$ cat src/rtl/mult_pkg.sv
// Shared definitions for the iterative multiplier family.
// Provides the controller state encoding, a constant clog2 helper and the
// minimum supported operand width.
package mult_pkg;

  localparam int unsigned MULT_MIN_WIDTH = 4;

  typedef enum logic [1:0] {
    IDLE = 2'd0,
    CALC = 2'd1,
    SIGN = 2'd2,
    DONE = 2'd3
  } mult_state_e;

  // Ceiling log2 for elaboration-time width calculations; clog2(1) == 0.
  function automatic int unsigned clog2(input int unsigned value);
    int unsigned r;
    r = 0;
    while ((64'd1 << r) < 64'(value)) r = r + 1;
    return r;
  endfunction

endpackage

$ cat src/rtl/lsb_find.sv
// Lowest-set-bit locator.
// Ports:
//   vec_i  in  WIDTH   vector to scan
//   idx_o  out IDX_W   index of the lowest set bit (0 when vec_i is zero)
//   any_o  out 1       high when at least one bit of vec_i is set
module lsb_find
  import mult_pkg::*;
#(
  parameter int unsigned WIDTH = 32,
  localparam int unsigned IDX_W = clog2(WIDTH)
) (
  input  logic [WIDTH-1:0] vec_i,
  output logic [IDX_W-1:0] idx_o,
  output logic             any_o
);

  // Scan from MSB down so the lowest set bit is the last one written.
  always_comb begin
    idx_o = '0;
    any_o = |vec_i;
    for (int i = WIDTH - 1; i >= 0; i--) begin
      if (vec_i[i]) idx_o = IDX_W'(i);
    end
  end

endmodule

$ cat src/rtl/mult_vl_param.sv
// Variable-latency WIDTH x WIDTH -> 2*WIDTH shift/add multiplier.
// One add cycle per set bit of the multiplier magnitude; zero runs cost
// nothing. Signed or unsigned per operation, with abort and zero early exit.
// Ports:
//   clock      in   1        rising-edge clock
//   reset      in   1        asynchronous active-high reset
//   start      in   1        request, accepted only while not busy
//   signed_op  in   1        two's complement operands when high
//   mlier      in   WIDTH    multiplier, sampled on acceptance
//   mcand      in   WIDTH    multiplicand, sampled on acceptance
//   abort      in   1        synchronous cancel, no done pulse
//   busy       out  1        operation in progress
//   done       out  1        one-cycle completion pulse, prodt valid
//   prodt      out  2*WIDTH  product of the last completed operation
//   n_adds     out  CNT_W    add cycles used by the last completed operation
module mult_vl_param
  import mult_pkg::*;
#(
  parameter int unsigned WIDTH = 32,
  parameter int unsigned CNT_W = clog2(WIDTH + 1)
) (
  input  logic               clock,
  input  logic               reset,
  input  logic               start,
  input  logic               signed_op,
  input  logic [WIDTH-1:0]   mlier,
  input  logic [WIDTH-1:0]   mcand,
  input  logic               abort,
  output logic               busy,
  output logic               done,
  output logic [2*WIDTH-1:0] prodt,
  output logic [CNT_W-1:0]   n_adds
);

  localparam int unsigned PW    = 2 * WIDTH;
  localparam int unsigned IDX_W = clog2(WIDTH);

  mult_state_e        state_q;
  logic [WIDTH-1:0]   h_q;
  logic [WIDTH-1:0]   q_q;
  logic               neg_q;
  logic [PW-1:0]      acc_q;
  logic [CNT_W-1:0]   cnt_q;
  logic               busy_q;
  logic               done_q;
  logic [PW-1:0]      prodt_q;
  logic [CNT_W-1:0]   n_adds_q;

  logic [IDX_W-1:0]   lsb_idx;
  logic               lsb_any;
  logic [WIDTH-1:0]   mlier_mag_d;
  logic [WIDTH-1:0]   mcand_mag_d;
  logic               neg_d;
  logic [PW-1:0]      acc_d;
  logic [WIDTH-1:0]   q_d;
  logic [PW-1:0]      prodt_d;

  lsb_find #(.WIDTH(WIDTH)) u_lsb_find (
    .vec_i (q_q),
    .idx_o (lsb_idx),
    .any_o (lsb_any)
  );

  // Operand magnitudes; the most negative value maps onto 2^(WIDTH-1) unsigned.
  always_comb begin
    mlier_mag_d = (signed_op && mlier[WIDTH-1]) ? WIDTH'(-mlier) : mlier;
    mcand_mag_d = (signed_op && mcand[WIDTH-1]) ? WIDTH'(-mcand) : mcand;
    neg_d       = signed_op & (mlier[WIDTH-1] ^ mcand[WIDTH-1]);
  end

  // One partial product per cycle at the position of the lowest set multiplier bit.
  always_comb begin
    acc_d   = acc_q + (PW'(h_q) << lsb_idx);
    q_d     = q_q & ~(WIDTH'(1) << lsb_idx);
    prodt_d = (neg_q && (acc_q != '0)) ? PW'(-acc_q) : acc_q;
  end

  // Controller and datapath registers.
  always_ff @(posedge clock or posedge reset) begin
    if (reset) begin
      state_q  <= IDLE;
      h_q      <= '0;
      q_q      <= '0;
      neg_q    <= 1'b0;
      acc_q    <= '0;
      cnt_q    <= '0;
      busy_q   <= 1'b0;
      done_q   <= 1'b0;
      prodt_q  <= '0;
      n_adds_q <= '0;
    end else begin
      done_q <= 1'b0;
      if (abort) begin
        // Also drops a start presented in IDLE.
        state_q <= IDLE;
        busy_q  <= 1'b0;
      end else begin
        case (state_q)
          IDLE, DONE: begin
            if (start) begin
              h_q     <= mcand_mag_d;
              q_q     <= mlier_mag_d;
              neg_q   <= neg_d;
              acc_q   <= '0;
              cnt_q   <= '0;
              busy_q  <= 1'b1;
              state_q <= CALC;
            end else begin
              state_q <= IDLE;
            end
          end
          CALC: begin
            // A zero multiplicand exits immediately without adds.
            if (!lsb_any || (h_q == '0)) begin
              state_q <= SIGN;
            end else begin
              acc_q <= acc_d;
              q_q   <= q_d;
              cnt_q <= cnt_q + CNT_W'(1);
            end
          end
          SIGN: begin
            prodt_q  <= prodt_d;
            n_adds_q <= cnt_q;
            done_q   <= 1'b1;
            busy_q   <= 1'b0;
            state_q  <= DONE;
          end
          default: state_q <= IDLE;
        endcase
      end
    end
  end

  assign busy   = busy_q;
  assign done   = done_q;
  assign prodt  = prodt_q;
  assign n_adds = n_adds_q;

endmodule

$ cat config.mk
export PLATFORM = sky130hd
export DESIGN_NAME = mult_vl_param
export DESIGN_NICKNAME = d
export VERILOG_FILES = /design/src/rtl/mult_pkg.sv /design/src/rtl/lsb_find.sv /design/src/rtl/mult_vl_param.sv
export SDC_FILE = /design/constraint.sdc
export NUM_CORES = 1
export LEC_CHECK = 0
export CORE_MARGIN = 2
export CORE_UTILIZATION = 54
export CTS_BUF_LIST = sky130_fd_sc_hd__clkbuf_16
export CTS_CLUSTER_DIAMETER = 60
export CTS_CLUSTER_SIZE = 28
export DETAILED_ROUTE_END_ITERATION = 7
export PLACE_DENSITY = 0.77
export SLEW_MARGIN = 25
export SYNTH_ARGS = -nofsm -noshare
export SYNTH_HDL_FRONTEND = slang
export SYNTH_SLANG_ARGS = --single-unit
$ cat constraint.sdc
create_clock -name clock -period 7 [get_ports clock]
set_clock_uncertainty 0.1 [all_clocks]
set_input_delay 1.4 -clock clock [delete_from_list [all_inputs] [get_ports clock]]
set_output_delay 1.4 -clock clock [all_outputs]
set_load 0.05 [all_outputs]
# After elaboration in Yosys (flattened, before gate mapping)

Index checks and enable logic that the tools add are counted.

Register bits after elaboration: 209
Word-level logic and storage cells: 98

Add/sub/neg operators: 5
Eq/ne operators: 7
Shift operators: 2
Muxes and demuxes: 53
Bitwise logic cells: 5
Reductions and logical operators: 16

Operators by type and width:

| cell                                                               | number |
|---|---|
| 64-bit two-way mux                                                 | 3 |
| 5-bit two-way mux                                                  | 32 |
| 32-bit two-way mux                                                 | 4 |
| 64-bit case mux with 2 select lines                                | 1 |
| 64-bit adder                                                       | 1 |
| 32-bit negation                                                    | 2 |
| 64-bit negation                                                    | 1 |
| 32-bit case mux with 2 select lines                                | 1 |
| 64-bit nonzero test                                                | 1 |
| 32-bit by 5-bit left shift with 64-bit output                      | 1 |
| 32-bit AND                                                         | 1 |
| 32-bit zero test                                                   | 1 |
| 32-bit NOT                                                         | 1 |
| 32-bit OR reduction                                                | 1 |
| 1-bit by 5-bit left shift with 32-bit output, first input constant | 1 |
| 6-bit two-way mux                                                  | 2 |
| 6-bit case mux with 2 select lines                                 | 1 |
| 6-bit by 1-bit adder with 6-bit output, second input constant      | 1 |
| 3-bit != test, second input constant                               | 2 |
| 2-bit case mux with 3 select lines                                 | 1 |
| 1-bit two-way mux                                                  | 5 |
| 2-bit equality test, second input constant                         | 2 |
| 2-bit two-way mux                                                  | 2 |
| 2-bit != test, second input constant                               | 2 |
| 15 further kinds                                                   | 18 |

# Longest topological paths before layout

Depth in word-level cells: 37
Depth in mapped cells: 26

# Modules after synthesis

Synthesis repeated with hierarchy kept, for this count alone.

Cells, all modules: 1990
Area, all modules: 16219.3 µm²

Modules (own cells, without submodules):

| module        | times used | cells an instance | area each (µm²) | seq. area each (µm²) |
|---|---|---|---|---|
| mult_vl_param | 1          | 1925              | 15833.9         | 5230.0 |
| lsb_find      | 1          | 65                | 385.4           | 0.0 |

# Worst setup path after synthesis

Ideal clock, no wire load.

Path kind: register to register
Start: reg q_q[28]
End: reg acc_q[61]
Arrival time: 5142 ps
Setup slack: 1631 ps
Cell stages (with the launch flop): 24
Buffers on the path: 2
Cell sequence: dfrtp_1 > or4_1 > a21boi_1 > o21a_1 > buf_2 > clkbuf_1 > o211ai_1 > and3_1 > mux2_2 > mux2_2 > o22ai_1 > nand2_1 > o21ai_0 > ha_1 > o21ai_0 > a22oi_1 > nand2_1 > o31ai_1 > a31oi_1 > o31ai_1 > a31oi_1 > o31ai_1 > xnor2_1 > o21ai_1

Word-level cells in the longest chain between the ends: 33

Ends and longest elaborated chain:

| what                                          | RTL line             | RTL |
|---|---|---|
| start: declaration                            | mult_vl_param.sv:40  | `logic [WIDTH-1:0] q_q;` |
| start signal: assignment                      | mult_vl_param.sv:102 | `q_q <= mlier_mag_d;` |
| start signal: assignment                      | mult_vl_param.sv:118 | `q_q <= q_d;` |
| 5-bit two-way mux (29 in series)              | lsb_find.sv:22       | `if (vec_i[i]) idx_o = IDX_W'(i);` |
| 32-bit by 5-bit left shift with 64-bit output | mult_vl_param.sv:73  | `acc_d = acc_q + (PW'(h_q) << lsb_idx);` |
| 64-bit adder                                  | mult_vl_param.sv:73  |  |
| 64-bit two-way mux                            | mult_vl_param.sv:114 | `if (!lsb_any \|\| (h_q == '0)) begin` |
| 64-bit case mux with 2 select lines           | mult_vl_param.sv:98  | `case (state_q)` |
| end signal: assignment                        | mult_vl_param.sv:85  | `acc_q <= '0;` |
| end signal: assignment                        | mult_vl_param.sv:104 | `acc_q <= '0;` |
| end signal: assignment                        | mult_vl_param.sv:117 | `acc_q <= acc_d;` |
| end: declaration                              | mult_vl_param.sv:42  | `logic [PW-1:0] acc_q;` |

Parallel ways exist; a longest one is shown, timed or not. The select of a mux whose other input is x is not followed.
A chain may end at the register's enable or synchronous reset.

# Worst setup path in the final report

Start: reg q_q[10]
End: reg acc_q[61]

Word-level cells in the longest chain between the ends: 15

Ends and longest elaborated chain:

| what                                          | RTL line |
|---|---|
| 5-bit two-way mux (11 in series)              | lsb_find.sv:22 |
| 32-bit by 5-bit left shift with 64-bit output | mult_vl_param.sv:73 |
| 64-bit adder                                  | mult_vl_param.sv:73 |
| 64-bit two-way mux                            | mult_vl_param.sv:114 |
| 64-bit case mux with 2 select lines           | mult_vl_param.sv:98 |

Parallel ways exist; a longest one is shown, timed or not. The select of a mux whose other input is x is not followed.

==> reports/summary.log <==
qor: sta.final_setup_violation_count 0
qor: layout.final.fill_count 2726
qor: yosys.number_of_synthesized_register_bits 209
qor: clock_tree.post-cts-setup-buffers 0
qor: global_routing.number_of_antenna_violations_at_the_first_check_in_global_routing 0
qor: placement.hpwl 37300 um
qor: sta.finalHoldViolCount 0
qor: worst_setup_path.critical_path.slowest_cell a311o_2
qor: floorplan.ios 141
qor: global_routing.number_of_global_route_vias_before_repair 15.1k
qor: clock_tree.number_of_gates_resized_after_cts 0
qor: worst_setup_path.crit_path_max_incr_delay 0.59 ns
qor: clock_tree.clock_path_buffers 3
qor: drt.vias 16.4k
qor: drt.ant_nets 0
qor: power.power.total 10.8 mW
qor: placement.placement.setup.worst_slack 0.761 ns
qor: sta.layout_min_cycle_time 6.49 ns
qor: worst_setup_path.critPathLaunchType flop
qor: sta.maxClockFrequency 154 MHz
qor: floorplan.initial_core_util 0.550
qor: placement.numPortBuffers 140
qor: sta.rsz0062_at_grt false
qor: sta.slew_headroom 0.291
qor: global_routing.maximum_number_of_pins_on_one_net_before_global_route_repair 139
qor: yosys.synth_top_flop_cell dfrtp_1
qor: yosys.ys.warnings.count 0
qor: floorplan.die_height 181 um
qor: layout.area_growth_syn_to_layout 15.0%
qor: clock_tree.clkLatencyLatePin 0.54 ns
qor: layout.layout-drive-gt1-share 0.0551
qor: layout.final_design_area_no_fill 19500 um2
qor: floorplan.dieArea 32800 um2
qor: layout.antenna-diode-count 0
qor: yosys.netlist_area 16900 um2
qor: yosys.syn-mean-instance-area 7.95 um2
qor: placement.place_inst 2572
qor: layout.final_core_area_utilization 0.633
qor: power.power.density 554 nW/um2
qor: clock_tree.cts-root-buf clkbuf_16
qor: sta.drv_slew 0
qor: drt.routedWlPerCell 18.9 um
qor: worst_setup_path.cp_common_cell o31ai_1
qor: drt.routed_wirelength 49500 um
qor: clock_tree.clock_transition_at_the_register_clock_pins_on_the_worst_setup_and_hold_paths_after_cts 0.08 ns
qor: yosys.synth_edf_count 0
qor: drt.drt_first_iter_violations 1305
qor: yosys.synthDistinctLibCells 70
qor: clock_tree.clock_tree_from_tritoncts done
qor: clock_tree.cts.hold.buffers_added 0
qor: drt.routed_via_density 6.26
qor: layout.num-nets-final 2347
qor: status.result_of_the_run complete, no violations
qor: worst_setup_path.timing.critical_path.to_type flop
qor: clock_tree.cts_made_buffers 22
qor: power.worst_vdd_drop 0.269 mV
qor: floorplan.floorplan.die.width 181 um
qor: sta.timing_worst_slew_pin_value 1.06 ns
qor: worst_setup_path.cell_by_cell_trace_of_the_critical_path nor4_1 -> o21ai_0 -> nor4_1 -> o21ai_0 -> a311o_2 -> nor2_1 -> a22oi_1 -> a21oi_1 -> mux2i_1 -> o22ai_1 -> ha_1 -> nor3_1 -> a22oi_1 -> nand2_1 -> o31ai_1 -> a31oi_1 -> o31ai_1 -> a31oi_1 -> o31ai_1 -> xnor2_1 -> o21ai_1
qor: yosys.postSynth.asyncResetShare 1.00
qor: worst_hold_path.min_path_type flop to flop
qor: floorplan.placementRows 64
qor: global_routing.grt_pass1_wl 80300 um
qor: drt.drcViolationCount 0
qor: clock_tree.cts-htree-levels 1
qor: placement.place_congestion 0.963
qor: yosys.ys_seq_area_frac 0.309
qor: worst_setup_path.timing.setup.critical_path_class flop to flop
qor: sta.timing.hold.ws 0.378 ns
qor: worst_setup_path.worst-endpoint-arrival 6.77 ns
qor: global_routing.total_routing_usage_gr 0.296
qor: sta.final_worst_path_period_share 0.927
qor: sta.fin_setup_tns 0 ns
qor: placement.post_dp_cell_area 18600 um2
qor: flow_run.max_cap_viol 0
qor: worst_setup_path.critPathMaxFanout 19
qor: power.p_leak 8.21 nW
qor: drt.drt_pass1_iterations 6
qor: sta.worst_slack 0.509 ns
qor: yosys.synthesis.instances 2128
qor: worst_setup_path.cp_data_required_time 7.28 ns
qor: yosys.synth_fp_nets 2275
qor: global_routing.grt_overflow 0
qor: floorplan.coreArea 30700 um2
qor: clock_tree.clock_sinks 209
qor: layout.count_of_non_filler_cells_in_the_finished_layout 2612
worst max-delay path, delay by kind of cell (launching register included):
family                     cells  cell delay, ns
AOI/OAI and AO/OA             13            3.95
and+or+nand+nor                5            1.19
DFF                            1            0.46
adders and majority gates      1            0.32
muxes                          1            0.17
xor gates and xnor gates       1            0.15
cell usage in the layout (no fill, tap or decap), types with 73 or more instances in the layout:
master	n
nand2_1	302
xnor2_1	73
o21ai_0	233
nor2_1	142
dfrtp_1	209
ha_1	77
xor2_1	108
clkdlybuf4s50_1	140
a21oi_1	114
o21ai_1	77
final timing paths:
path	start	endpoint	slack [ns]	cells past startpoint
max	q_q[10]$_DFFE_PP0P_	acc_q[61]$_DFFE_PP0P_	0.51	21
min	prodt[62]$_DFFE_PP0P_	prodt[62]$_DFFE_PP0P_	0.38	2
max reg2reg	q_q[10]$_DFFE_PP0P_	acc_q[61]$_DFFE_PP0P_	0.51	21
min reg2reg	prodt[62]$_DFFE_PP0P_	prodt[62]$_DFFE_PP0P_	0.38	2
max in group asynchronous	reset	q_q[2]$_DFFE_PP0P_	4.68	3
min in group asynchronous	reset	prodt[14]$_DFFE_PP0P_	1.04	2
Yosys cell counts, types with 7 or more instances:
master      n  area, um2
and3_1     42        263
nor3_1     26        130
xor2_1    108        946
or3_1      16        100
o41ai_1    20        175
nand2b_1   13       81.3
mux2_2     22        248
a21oi_1   114        571
xnor2_1    73        639
a31oi_1    35        219
nand4_1    40        250
nand2_1   303       1140
and2_1     17        106
a21o_1     32        240
nor4_1     34        213
buf_2       9       45.0
or4_1      10       75.1
buf_1       9       33.8
a22oi_1    35        263
or2_2       8       50.1
ha_1       77        963
inv_1      30        113
o22ai_1    11       68.8
nor2_1    143        537
o21ai_0   233       1170
o21bai_1    7       52.6
dfrtp_1   209       5230
o211ai_1   35        263
nor2b_1     9       56.3
mux2i_1    59        591
clkbuf_1  106        398
o21ai_1    77        385
o21a_1      9       67.6
a211oi_1   18        135
nand3_1    32        160
o31ai_1    47        353
kinds of logic after synthesis:
logic type | after synthesis | share of synthesized area
xor+xnor | 181 | 0.0937
mux | 81 | 0.0496
compound gates | 712 | 0.256
flops | 209 | 0.309
simple gates | 709 | 0.197
fa+ha+maj | 78 | 0.0581
buf+inv | 158 | 0.0366
layer usage:
metal / vias to the layer above / wire, um / track usage
li1: 7947 / - / -
met1: 7682 / 22900 / 0.427
met2: 637 / 22300 / 0.476
met3: 93 / 3030 / 0.0306
met4: 0 / 1250 / 0.0761
met5: - / 0 / 0
state kept, by name, indices dropped and copies added (netlist names), 2 cells and up:
name and cells:
acc_q 64, prodt 64, h_q 32, q_q 32, cnt_q 6, n_adds 6
state_q 2
layout make-up:
type                            instances  area [um2]  share of cell area
Multi-Input combinational cell       1761       11100               0.572
Sequential cell                       209        5230               0.269
Timing Repair Buffer                  174        1670              0.0858
Clock buffer                           23         576              0.0296
Tap cell                              396         495              0.0255
Clock inverter                         17         240              0.0123
Inverter                               32         124             0.00637
report_power, final:
part	leakage, nW	switching, mW	total [mW]	internal, mW
clock	0.400	0.585	1.30	0.713
sequential	2.77	0.520	2.13	1.61
combinational	5.03	4.71	7.35	2.65
total	8.21	5.81	10.8	4.97
(Power assumes the default switching activity.)
